`src/rtl/de1_square_plotter.sv`:
```
// -----------------------------------------------------------------------------
// de1_square_plotter
//
// Top-level user logic for the 160x120 board/VGA environment. The switches
// supply an origin (loaded by KEY[3] for X and KEY[2] for Y) and a colour.
// KEY[1] then draws an SQ_SIZE x SQ_SIZE square at that origin, one pixel
// per clock in x-fast raster order. Pixels that fall off the right or bottom
// edge still take their cycle, but with plot held low.
//
// Optional feature: define DEBOUNCE_EN to debounce KEY[3:1]. Each key must
// then hold a new level for DEBOUNCE_CYCLES consecutive clocks before it is
// seen. KEY[0] is never debounced.
//
// Ports:
//   CLOCK_50    in   1   sole clock, rising edge
//   KEY         in   4   push buttons, active-low; KEY[0] = synchronous reset,
//                        KEY[3] = load X, KEY[2] = load Y, KEY[1] = draw
//   SW          in  10   SW[7:0] X value, SW[6:0] Y value, SW[9:7] colour
//   HEX0..HEX5  out  7   seven-segment, active-low, bit0 = a .. bit6 = g
//                        HEX1:HEX0 = X origin, HEX3:HEX2 = Y origin,
//                        HEX4 = latched colour, HEX5 = 0 (idle) / d (drawing)
//   LEDR        out 10   [0] busy, [6:1] zero, [9:7] latched colour
//   x           out  8   pixel x
//   y           out  7   pixel y
//   colour      out  3   pixel colour
//   plot        out  1   pixel written on each clock it is high
//   vga_resetn  out  1   low clears the frame to black
// -----------------------------------------------------------------------------
module de1_square_plotter #(
    parameter int SQ_SIZE         = 4,
    parameter int SCREEN_W        = 160,
    parameter int SCREEN_H        = 120,
    parameter int DEBOUNCE_CYCLES = 4
) (
    input  logic       CLOCK_50,
    input  logic [3:0] KEY,
    input  logic [9:0] SW,
    output logic [6:0] HEX0,
    output logic [6:0] HEX1,
    output logic [6:0] HEX2,
    output logic [6:0] HEX3,
    output logic [6:0] HEX4,
    output logic [6:0] HEX5,
    output logic [9:0] LEDR,
    output logic [7:0] x,
    output logic [6:0] y,
    output logic [2:0] colour,
    output logic       plot,
    output logic       vga_resetn
);

    // Reject parameter values the square counters cannot represent.
    if (SQ_SIZE < 1 || SQ_SIZE > 8 || DEBOUNCE_CYCLES < 1) begin : gBadParam
        $error("de1_square_plotter: SQ_SIZE must be 1..8, DEBOUNCE_CYCLES >= 1");
    end

    typedef enum logic {
        IDLE = 1'b0,
        DRAW = 1'b1
    } state_e;

    localparam logic [2:0] LAST_C  = 3'(SQ_SIZE - 1);
    localparam logic [7:0] X_MAX   = 8'(SCREEN_W - 1);
    localparam logic [6:0] Y_MAX   = 7'(SCREEN_H - 1);

    logic       resetn;
    assign resetn = KEY[0];

    // Key conditioning state for KEY[3:1]; bit 0 of these vectors is unused
    // storage-free padding avoided by indexing [3:1].
    logic [3:1] keySync1_q;
    logic [3:1] keySync2_q;
    logic [3:1] keyPrev_q;
    logic [3:1] keyLevel;
    logic [3:1] keyPress;

    // Drawing state
    state_e     state_q, state_d;
    logic [7:0] xOrg_q, xOrg_d;
    logic [6:0] yOrg_q, yOrg_d;
    logic [2:0] colLatch_q, colLatch_d;
    logic [2:0] cx_q, cx_d;
    logic [2:0] cy_q, cy_d;

    // Registered pixel interface
    logic [7:0] x_q, x_d;
    logic [6:0] y_q, y_d;
    logic [2:0] colour_q, colour_d;
    logic       plot_q, plot_d;
    logic       pixelValid_q, pixelValid_d;
    logic       vgaResetn_q;

    logic [8:0] sumX;
    logic [7:0] sumY;
    logic [7:0] clampX;
    logic [6:0] clampY;

    // Two-flop synchronizer on the action keys, plus the previous-value flop
    // used for falling-edge (press) detection. KEY[0] stays raw by design.
    always_ff @(posedge CLOCK_50) begin
        if (!resetn) begin
            keySync1_q <= 3'b111;
            keySync2_q <= 3'b111;
            keyPrev_q  <= 3'b111;
        end else begin
            keySync1_q <= KEY[3:1];
            keySync2_q <= keySync1_q;
            keyPrev_q  <= keyLevel;
        end
    end

`ifdef DEBOUNCE_EN
    localparam int DCW = $clog2(DEBOUNCE_CYCLES + 1);
    localparam logic [DCW-1:0] DEB_LAST = DCW'(DEBOUNCE_CYCLES - 1);

    logic [3:1]     keyDeb_q;
    logic [DCW-1:0] debCnt_q [3:1];

    // Per-key debouncer: the filtered level flips only once the synchronized
    // input has disagreed with it for DEBOUNCE_CYCLES consecutive clocks.
    // Any agreement in between restarts the count, so short glitches vanish.
    always_ff @(posedge CLOCK_50) begin
        if (!resetn) begin
            keyDeb_q <= 3'b111;
            for (int i = 1; i <= 3; i++) begin
                debCnt_q[i] <= '0;
            end
        end else begin
            for (int i = 1; i <= 3; i++) begin
                if (keySync2_q[i] != keyDeb_q[i]) begin
                    if (debCnt_q[i] == DEB_LAST) begin
                        keyDeb_q[i] <= keySync2_q[i];
                        debCnt_q[i] <= '0;
                    end else begin
                        debCnt_q[i] <= debCnt_q[i] + 1'b1;
                    end
                end else begin
                    debCnt_q[i] <= '0;
                end
            end
        end
    end

    assign keyLevel = keyDeb_q;
`else
    assign keyLevel = keySync2_q;
`endif

    // A press is a released-to-pressed (1 -> 0) transition of the key level.
    assign keyPress = keyPrev_q & ~keyLevel;

    // Origin clamping keeps the latched origin on screen; the square itself
    // may still run past the edge and is clipped pixel by pixel.
    assign clampX = (SW[7:0] > X_MAX) ? X_MAX : SW[7:0];
    assign clampY = (SW[6:0] > Y_MAX) ? Y_MAX : SW[6:0];

    // Widened sums so the on-screen test sees carries past the screen size.
    assign sumX = {1'b0, xOrg_q} + {6'b0, cx_q};
    assign sumY = {1'b0, yOrg_q} + {5'b0, cy_q};

    // Next-state and pixel logic. IDLE accepts key actions (all simultaneous
    // presses apply together; a draw started alongside a load uses the new
    // origin because DRAW reads the origin registers a cycle later). DRAW
    // emits one pixel per clock and ignores keys entirely.
    always_comb begin
        state_d      = state_q;
        xOrg_d       = xOrg_q;
        yOrg_d       = yOrg_q;
        colLatch_d   = colLatch_q;
        cx_d         = cx_q;
        cy_d         = cy_q;
        x_d          = x_q;
        y_d          = y_q;
        colour_d     = colour_q;
        plot_d       = 1'b0;
        pixelValid_d = 1'b0;

        case (state_q)
            IDLE: begin
                if (keyPress[3]) begin
                    xOrg_d = clampX;
                end
                if (keyPress[2]) begin
                    yOrg_d = clampY;
                end
                if (keyPress[1]) begin
                    colLatch_d = SW[9:7];
                    cx_d       = 3'd0;
                    cy_d       = 3'd0;
                    state_d    = DRAW;
                end
            end

            DRAW: begin
                x_d          = sumX[7:0];
                y_d          = sumY[6:0];
                colour_d     = colLatch_q;
                plot_d       = (sumX < 9'(SCREEN_W)) && (sumY < 8'(SCREEN_H));
                pixelValid_d = 1'b1;
                if (cx_q == LAST_C) begin
                    cx_d = 3'd0;
                    if (cy_q == LAST_C) begin
                        cy_d    = 3'd0;
                        state_d = IDLE;
                    end else begin
                        cy_d = cy_q + 3'd1;
                    end
                end else begin
                    cx_d = cx_q + 3'd1;
                end
            end

            default: begin
                state_d = IDLE;
            end
        endcase
    end

    // State and output registers. Reset aborts any draw in progress and
    // holds the frame clear; vga_resetn rises on the first released edge.
    always_ff @(posedge CLOCK_50) begin
        if (!resetn) begin
            state_q      <= IDLE;
            xOrg_q       <= 8'd0;
            yOrg_q       <= 7'd0;
            colLatch_q   <= 3'd0;
            cx_q         <= 3'd0;
            cy_q         <= 3'd0;
            x_q          <= 8'd0;
            y_q          <= 7'd0;
            colour_q     <= 3'd0;
            plot_q       <= 1'b0;
            pixelValid_q <= 1'b0;
            vgaResetn_q  <= 1'b0;
        end else begin
            state_q      <= state_d;
            xOrg_q       <= xOrg_d;
            yOrg_q       <= yOrg_d;
            colLatch_q   <= colLatch_d;
            cx_q         <= cx_d;
            cy_q         <= cy_d;
            x_q          <= x_d;
            y_q          <= y_d;
            colour_q     <= colour_d;
            plot_q       <= plot_d;
            pixelValid_q <= pixelValid_d;
            vgaResetn_q  <= 1'b1;
        end
    end

    // Standard active-low 0-F glyphs, segment g in bit 6 down to a in bit 0.
    function automatic logic [6:0] hexSeg(input logic [3:0] v);
        logic [6:0] seg;
        case (v)
            4'h0:    seg = 7'b1000000;
            4'h1:    seg = 7'b1111001;
            4'h2:    seg = 7'b0100100;
            4'h3:    seg = 7'b0110000;
            4'h4:    seg = 7'b0011001;
            4'h5:    seg = 7'b0010010;
            4'h6:    seg = 7'b0000010;
            4'h7:    seg = 7'b1111000;
            4'h8:    seg = 7'b0000000;
            4'h9:    seg = 7'b0010000;
            4'hA:    seg = 7'b0001000;
            4'hB:    seg = 7'b0000011;
            4'hC:    seg = 7'b1000110;
            4'hD:    seg = 7'b0100001;
            4'hE:    seg = 7'b0000110;
            default: seg = 7'b0001110;
        endcase
        return seg;
    endfunction

    assign HEX0 = hexSeg(xOrg_q[3:0]);
    assign HEX1 = hexSeg(xOrg_q[7:4]);
    assign HEX2 = hexSeg(yOrg_q[3:0]);
    assign HEX3 = hexSeg({1'b0, yOrg_q[6:4]});
    assign HEX4 = hexSeg({1'b0, colLatch_q});
    assign HEX5 = (state_q == DRAW) ? hexSeg(4'hD) : hexSeg(4'h0);

    // Busy covers the whole visible drawing window: from entering DRAW until
    // the last pixel (clipped or not) has been presented on the outputs.
    assign LEDR = {colLatch_q, 6'b000000, (state_q == DRAW) | pixelValid_q};

    assign x          = x_q;
    assign y          = y_q;
    assign colour     = colour_q;
    assign plot       = plot_q;
    assign vga_resetn = vgaResetn_q;

endmodule

```
`config.mk`:
```
export PLATFORM = sky130hd
export DESIGN_NAME = de1_square_plotter
export DESIGN_NICKNAME = d
export VERILOG_FILES = /design/src/rtl/de1_square_plotter.sv
export SDC_FILE = /design/constraint.sdc
export NUM_CORES = 1
export LEC_CHECK = 0
export CORE_MARGIN = 8
export CORE_UTILIZATION = 30
export DETAILED_ROUTE_END_ITERATION = 10
export PLACE_DENSITY = 0.52
export SLEW_MARGIN = 25
export SYNTH_ARGS = -nofsm -noshare
export SYNTH_HDL_FRONTEND = slang
export SYNTH_SLANG_ARGS = --single-unit
```
`constraint.sdc`:
```
create_clock -name CLOCK_50 -period 7.27 [get_ports CLOCK_50]
set_clock_uncertainty 0.2 [all_clocks]
set_input_delay 1.0905 -clock CLOCK_50 [delete_from_list [all_inputs] [get_ports CLOCK_50]]
set_output_delay 1.0905 -clock CLOCK_50 [all_outputs]
set_load 0.03 [all_outputs]
```
==> impl_metrics.toml <==
[critical_path]
rr_startpoint = "state_q"
critPathLaunch = "KEY[0]"
path_max_fanout = 34
critPathCapture = "HEX2[1]"
end_kind = "register"
r2r-end = "HEX1[3]"
cp.arrival_ns = 3.98
crit_type = "input pin to register"
reg2reg_setup_slack_ns = 4.03
worst_setup_path_start_kind = "input pin"
worst-r2r-cell-count = 6
cp.required_ns = 7.31

[placement]
place_ws_ns = 2.97
gp_congestion = 0.773
dpl_cell_area_sq_um = 5120
hpwl_mm = 7.60
port_buffers = 76

[power_and_ir_drop]
clkPwrFrac_pct = 38.2
p_total_uw = 1150
p_leak_uw = 0.00217
switching_share_pct = 28.1
p_seq_share_pct = 46.3
p_int_uw = 824
power.density_nw_per_um2 = 212
power.share.combinational_pct = 15.4
p_switching_uw = 322
vdd_ir_drop_max_mv = 0.118

[logic_synthesis]
synth_edf_count = 0
synth_top_area_cell = "dfxtp_1"
synth-main-ff-cell = "dfxtp_1"
synth_area_per_cell_sq_um = 10.1
synthesis.area_sq_um = 4250
synthTopCellsByArea = "dfxtp_1, ha_1, mux2i_1"
ys.warnings.count = 0
async_flop_share_pct = 0
synth_seq_cells = 90
ys_types = 59
synth.top_cell.area_share_pct = 42.4
synthCells = 422
yosysSeqAreaShare_pct = 42.4

[floorplanning]
die_w_um = 135
die_area_sq_um = 18200
fp.dieH_um = 135
start_util_pct = 30.6
io_pins = 87
coreArea_sq_um = 13900
rows = 43

[detailed_routing]
wire_per_inst_um = 14.9
first_pass_iters = 4
drc = 0
drt_iter0_markers = 159
vias_per_cell = 4.63
ant_nets = 0
wirelength_mm = 10.1
vias = 3147

[sta]
layout_min_cycle_time_ns = 3.94
max_freq_ghz = 0.254
tightest_slew_ns = 0.734
slew_violations = 0
rsz0062_at_grt = "false"
final-hold-violation-count = 0
fin_crit_sh_pct = 54.2
setup_viol = 0
setup_tns_ns = 0
fin_ws_ns = 3.33
slew_headroom_pct = 51.0

[global_routing]
grt_first_pass_wirelength_mm = 16.1
antenna_found_initial = 0
grt_overflow = 0
grt_pass1_vias = 3121
grt_max_degree = 38
grt_usage_pct = 11.1

[clock_network]
cts-htree-levels = 3
post-cts-setup-buffer-count = 0
cts_inserted_buffers = 9
cts_buffer_depth = 2
ctsResizeCount = 0
clock_sinks = 90
cts-root-buf = "clkbuf_16"
clkLatencyLatePin_ns = 0.34
cts_tree = "done"
clk_pin_slew_worst_paths_ns = 0.07
cts_hold_buffers = 0

[cells_and_area]
final_nets = 547
finish.utilization_pct = 38.9
final_cell_mix = "dfxtp_1, clkdlybuf4s50_1, ha_1"
n_antenna_cell = 0
drive_above_1_share_pct = 9.80
layout_commonest_cell = "dfxtp_1"
fin_area_sq_um = 5400
syn2layout_area_growth_pct = 26.9

[run]
cap_violations = 0

[hold_path]
hold_path_class = "register to register"
hold_depth = 1

[status]
outcome = "finished clean"
cell type report:
| cell class | instances | area, sq um |
|---|---|---|
| sequential | 90 | 1800 |
| fill | 1379 | 8480 |
| clock inverter | 6 | 47.5 |
| timing repair buffer | 79 | 783 |
| clock buffer | 10 | 229 |
| multi-input combinational | 283 | 2190 |
| inverter | 32 | 123 |
| tap | 180 | 225 |
cell families (layout without fill, tap and decap cells):
| logic type | count (synthesis) | count (layout) | synth area share [%] |
|---|---|---|---|
| compound gates | 80 | 80 | 14.3 |
| xor+xnor | 11 | 11 | 2.26 |
| fa+ha+maj | 37 | 37 | 11.2 |
| buf+inv | 58 | 127 | 7.00 |
| flops | 90 | 90 | 42.4 |
| mux | 36 | 36 | 8.97 |
| other cells | 1 | 10 | 0.0882 |
| simple gates | 109 | 109 | 13.8 |
worst max-delay path, stage by stage:
cell	delay (ns)
clkdlybuf4s50_1	0.46
buf_4	0.35
clkinv_1	0.47
buf_4	0.36
a311oi_2	0.41
inv_1	0.18
ha_1	0.33
mux2i_1	0.07
a32o_1	0.22
cells in the mapped netlist (7+ instances only):
master,number
a211oi_1,7
o22ai_1,11
buf_4,13
nand2b_1,13
xnor2_1,7
nand2_1,26
nor2_1,30
mux2_2,7
o21ai_0,12
dfxtp_1,90
nor3_1,8
a21oi_1,17
mux2i_1,28
inv_1,28
clkbuf_1,8
ha_1,35
through the flow:
stage	hold WS, ns	instances
after floorplan	0.186	431
after global placement	0.191	664
after detailed placement	0.193	664
after CTS	0.209	680
after global routing	0.238	680
final	0.207	680
routing by layer:
metal	track usage, %	vias up	wire length (um)
li1	-	1588	-
met1	13.0	1485	4540
met2	18.6	65	4990
met3	3.57	9	441
met4	3.95	0	149
met5	0	-	0
power by group through the flow:
stage	logic, uW	registers [uW]	clock network, uW
after floorplan	83.5	575	0
after global placement	177	542	0
after detailed placement	178	542	0
after CTS	179	531	453
after global routing	190	534	476
final	177	531	438
worst min-delay path by stage:
stage,start,to,slack (ns)
after detailed placement,keySync1_q[2],keyLevel[2],0.19
after global routing,keySync1_q[3],keyLevel[3],0.24
after floorplan,keySync1_q[1],keyLevel[1],0.19
after CTS,keySync1_q[2],keyLevel[2],0.21
final,keySync1_q[2],keyLevel[2],0.21
after global placement,keySync1_q[1],keyLevel[1],0.19
registers in the layout, indices dropped and copies added, names as in the netlist:
register / cells
HEX4: 7
state_q: 1
vga_resetn: 1
keyLevel: 3
y: 7
keySync1_q: 3
HEX3: 7
plot: 1
pixelValid_q: 1
yOrg_q: 7
colLatch_q: 3
x: 8
HEX1: 7
cx_q: 3
keyPrev_q: 3
colour: 3
HEX0: 7
HEX2: 7
cy_q: 3
xOrg_q: 8
Note: power is estimated with default switching activity, not from simulation.
==> RTL change: new RTL, config.mk and constraints unchanged <==
Register the inputs `KEY` and `SW` before use, cleared by the reset. The logic sees them one clock later.
--- a/src/rtl/de1_square_plotter.sv
+++ b/src/rtl/de1_square_plotter.sv
@@ -49,6 +49,19 @@
     output logic       vga_resetn
 );
 
+    logic [3:0] KEY_q;
+    logic [9:0] SW_q;
+
+    always_ff @(posedge CLOCK_50) begin
+        if (!resetn) begin
+            KEY_q <= '0;
+            SW_q  <= '0;
+        end else begin
+            KEY_q <= KEY;
+            SW_q  <= SW;
+        end
+    end
+
     // Reject parameter values the square counters cannot represent.
     if (SQ_SIZE < 1 || SQ_SIZE > 8 || DEBOUNCE_CYCLES < 1) begin : gBadParam
         $error("de1_square_plotter: SQ_SIZE must be 1..8, DEBOUNCE_CYCLES >= 1");
@@ -64,7 +77,7 @@
     localparam logic [6:0] Y_MAX   = 7'(SCREEN_H - 1);
 
     logic       resetn;
-    assign resetn = KEY[0];
+    assign resetn = KEY_q[0];
 
     // Key conditioning state for KEY[3:1]; bit 0 of these vectors is unused
     // storage-free padding avoided by indexing [3:1].
@@ -103,7 +116,7 @@
             keySync2_q <= 3'b111;
             keyPrev_q  <= 3'b111;
         end else begin
-            keySync1_q <= KEY[3:1];
+            keySync1_q <= KEY_q[3:1];
             keySync2_q <= keySync1_q;
             keyPrev_q  <= keyLevel;
         end
@@ -151,8 +164,8 @@
 
     // Origin clamping keeps the latched origin on screen; the square itself
     // may still run past the edge and is clipped pixel by pixel.
-    assign clampX = (SW[7:0] > X_MAX) ? X_MAX : SW[7:0];
-    assign clampY = (SW[6:0] > Y_MAX) ? Y_MAX : SW[6:0];
+    assign clampX = (SW_q[7:0] > X_MAX) ? X_MAX : SW_q[7:0];
+    assign clampY = (SW_q[6:0] > Y_MAX) ? Y_MAX : SW_q[6:0];
 
     // Widened sums so the on-screen test sees carries past the screen size.
     assign sumX = {1'b0, xOrg_q} + {6'b0, cx_q};
@@ -184,7 +197,7 @@
                     yOrg_d = clampY;
                 end
                 if (keyPress[1]) begin
-                    colLatch_d = SW[9:7];
+                    colLatch_d = SW_q[9:7];
                     cx_d       = 3'd0;
                     cy_d       = 3'd0;
                     state_d    = DRAW;
Check against the original RTL: not equivalent (Yosys sat finds a counterexample within 4 cycles, from zero or initial values).
==> RTL change against the original RTL <==
  * Final cell count grew 6.0%
  * Setup slack gained 0.35 ns
  * Design area grew 7.9%
  * Critical path depth shrank 6
  * Sequential cell count grew 14
  * Area after synthesis grew 9.9%
  * Highest routed layer unchanged
  * Register-to-register slack gained 0.11 ns
  * Critical path type is now reg2out
  * Worst hold slack lost 0.0026 ns
  * Wire length grew 1.7%
Power is not compared: it rests on default switching activity, and its combinational part moved more than twofold at a synthesized area within 25%.
==> RTL change: results (changes against the original RTL) <==
* Arrival time at the worst endpoint at 2.30 ns (was 3.98 ns)
* Seq/Total Area, Yosys at 44.6% (was 42.4%)
* Static leakage at 2.15 nW
* Synth cell types at 57 (was 59)
* Via count of the first global-routing pass at 3356 (was 3121)
* Total global routing track utilization at 10.6% (was 11.1%)
* Fillcell total at 1492 (was 1379)
* Share of cells above drive strength 1 at 9.57% (was 9.80%)
* 1st-iter DRT viols at 107 (was 159)
* GP Congestion at 0.774 (was 0.773)
* Post-synth top cells: dfxtp_1 (104), ha_1 (35), nor2_1 (30) (was dfxtp_1 (90), ha_1 (35), nor2_1 (30))
* DR vias/cell at 4.58 (was 4.63)
* Peak per-stage delay on the critical path at 0.68 ns (was 0.47 ns)
* Status: finished clean (unchanged)
* Largest net degree at the start of global routing at 51 (was 38)
* Largest Register: SW_q
* ANT cells at 0 (unchanged)
* Global-route wire length before repair at 16.8 mm (was 16.1 mm)
* Largest cells by area after synthesis: dfxtp_1 (45%), ha_1 (9.4%), mux2i_1 (6.0%) (was dfxtp_1 (42%), ha_1 (10%), mux2i_1 (6.6%))
* WL final at 10.3 mm (was 10.1 mm)
* Buffers on Ports at 76 (unchanged)
* Clock Tree Root: clkbuf_16 (unchanged)
* Worst path slowest cell: clkdlybuf4s50_1 (was clkinv_1)
* Max FO, Critical Path at 25 (was 34)
* Worst-margin pin slew at 0.660 ns (was 0.734 ns)
* Layout Nets at 581 (was 547)
* Detailed placer's ending HPWL at 7.69 mm (was 7.60 mm)
* DRT Pass-1 Iters at 5 (was 4)
* Clk_lat worst skew at between 0.3 and 0.4 ns
RTL change: area by class of cell:
| type | instances | share of cell area [%] |
|---|---|---|
| sequential | 104 | 35.8 |
| clock buffer | 9 | 3.87 |
| clock inverter | 6 | 1.18 |
| timing repair buffer | 79 | 13.5 |
| multi-input combinational | 302 | 39.5 |
| tap | 188 | 4.04 |
| inverter | 33 | 2.21 |
RTL change: path summary, 6_finish.rpt:
check	startpoint	end	slack [ns]	cells after the start
max	state_q$_SDFF_PN0_	HEX5[6]	3.68	3
min	KEY_q[2]$_SDFF_PN0_	keySync1_q[2]$_SDFF_PN1_	0.20	1
max reg2reg	state_q$_SDFF_PN0_	HEX1[3]$_DFF_P_	4.14	7
min reg2reg	KEY_q[2]$_SDFF_PN0_	keySync1_q[2]$_SDFF_PN1_	0.20	1
RTL change: per-layer routing:
metal	vias up	part of all wire (%)	global-route usage [%]
met5	-	0	0
met4	0	2.1	5.43
li1	1696	-	-
met3	13	5.2	2.97
met2	79	44	16.4
met1	1512	49	13.2
RTL change: cell families after synthesis:
logic type / share of synthesized area (%)
xor+xnor: 2.06
buf+inv: 6.99
simple gates: 15.3
fa+ha+maj: 10.2
mux: 8.41
other cells: 0.0802
compound gates: 12.4
flops: 44.6
RTL change: per-stage QoR:
step                cell area (um^2)  power (mW)  utilization, %  setup WS [ns]  instances
floorplan                       4710       0.593               -           4.58        470
global placement                5530       0.597            36.4           4.05        706
detailed placement              5530       0.597            36.4           4.02        706
CTS                             5820        1.09            38.3           3.63        721
global route                    5820        1.11            38.3           3.50        721
finish                          5820        1.07            38.3           3.68        721
RTL change: report_power, final:
group | total (mW) | internal, mW | switching (mW) | leakage [nW]
Sequential | 0.569 | 0.569 | 0 | 0.838
Combinational | 0.0143 | 0.00645 | 0.00782 | 1.16
Clock | 0.485 | 0.268 | 0.217 | 0.148
Total | 1.07 | 0.844 | 0.225 | 2.15
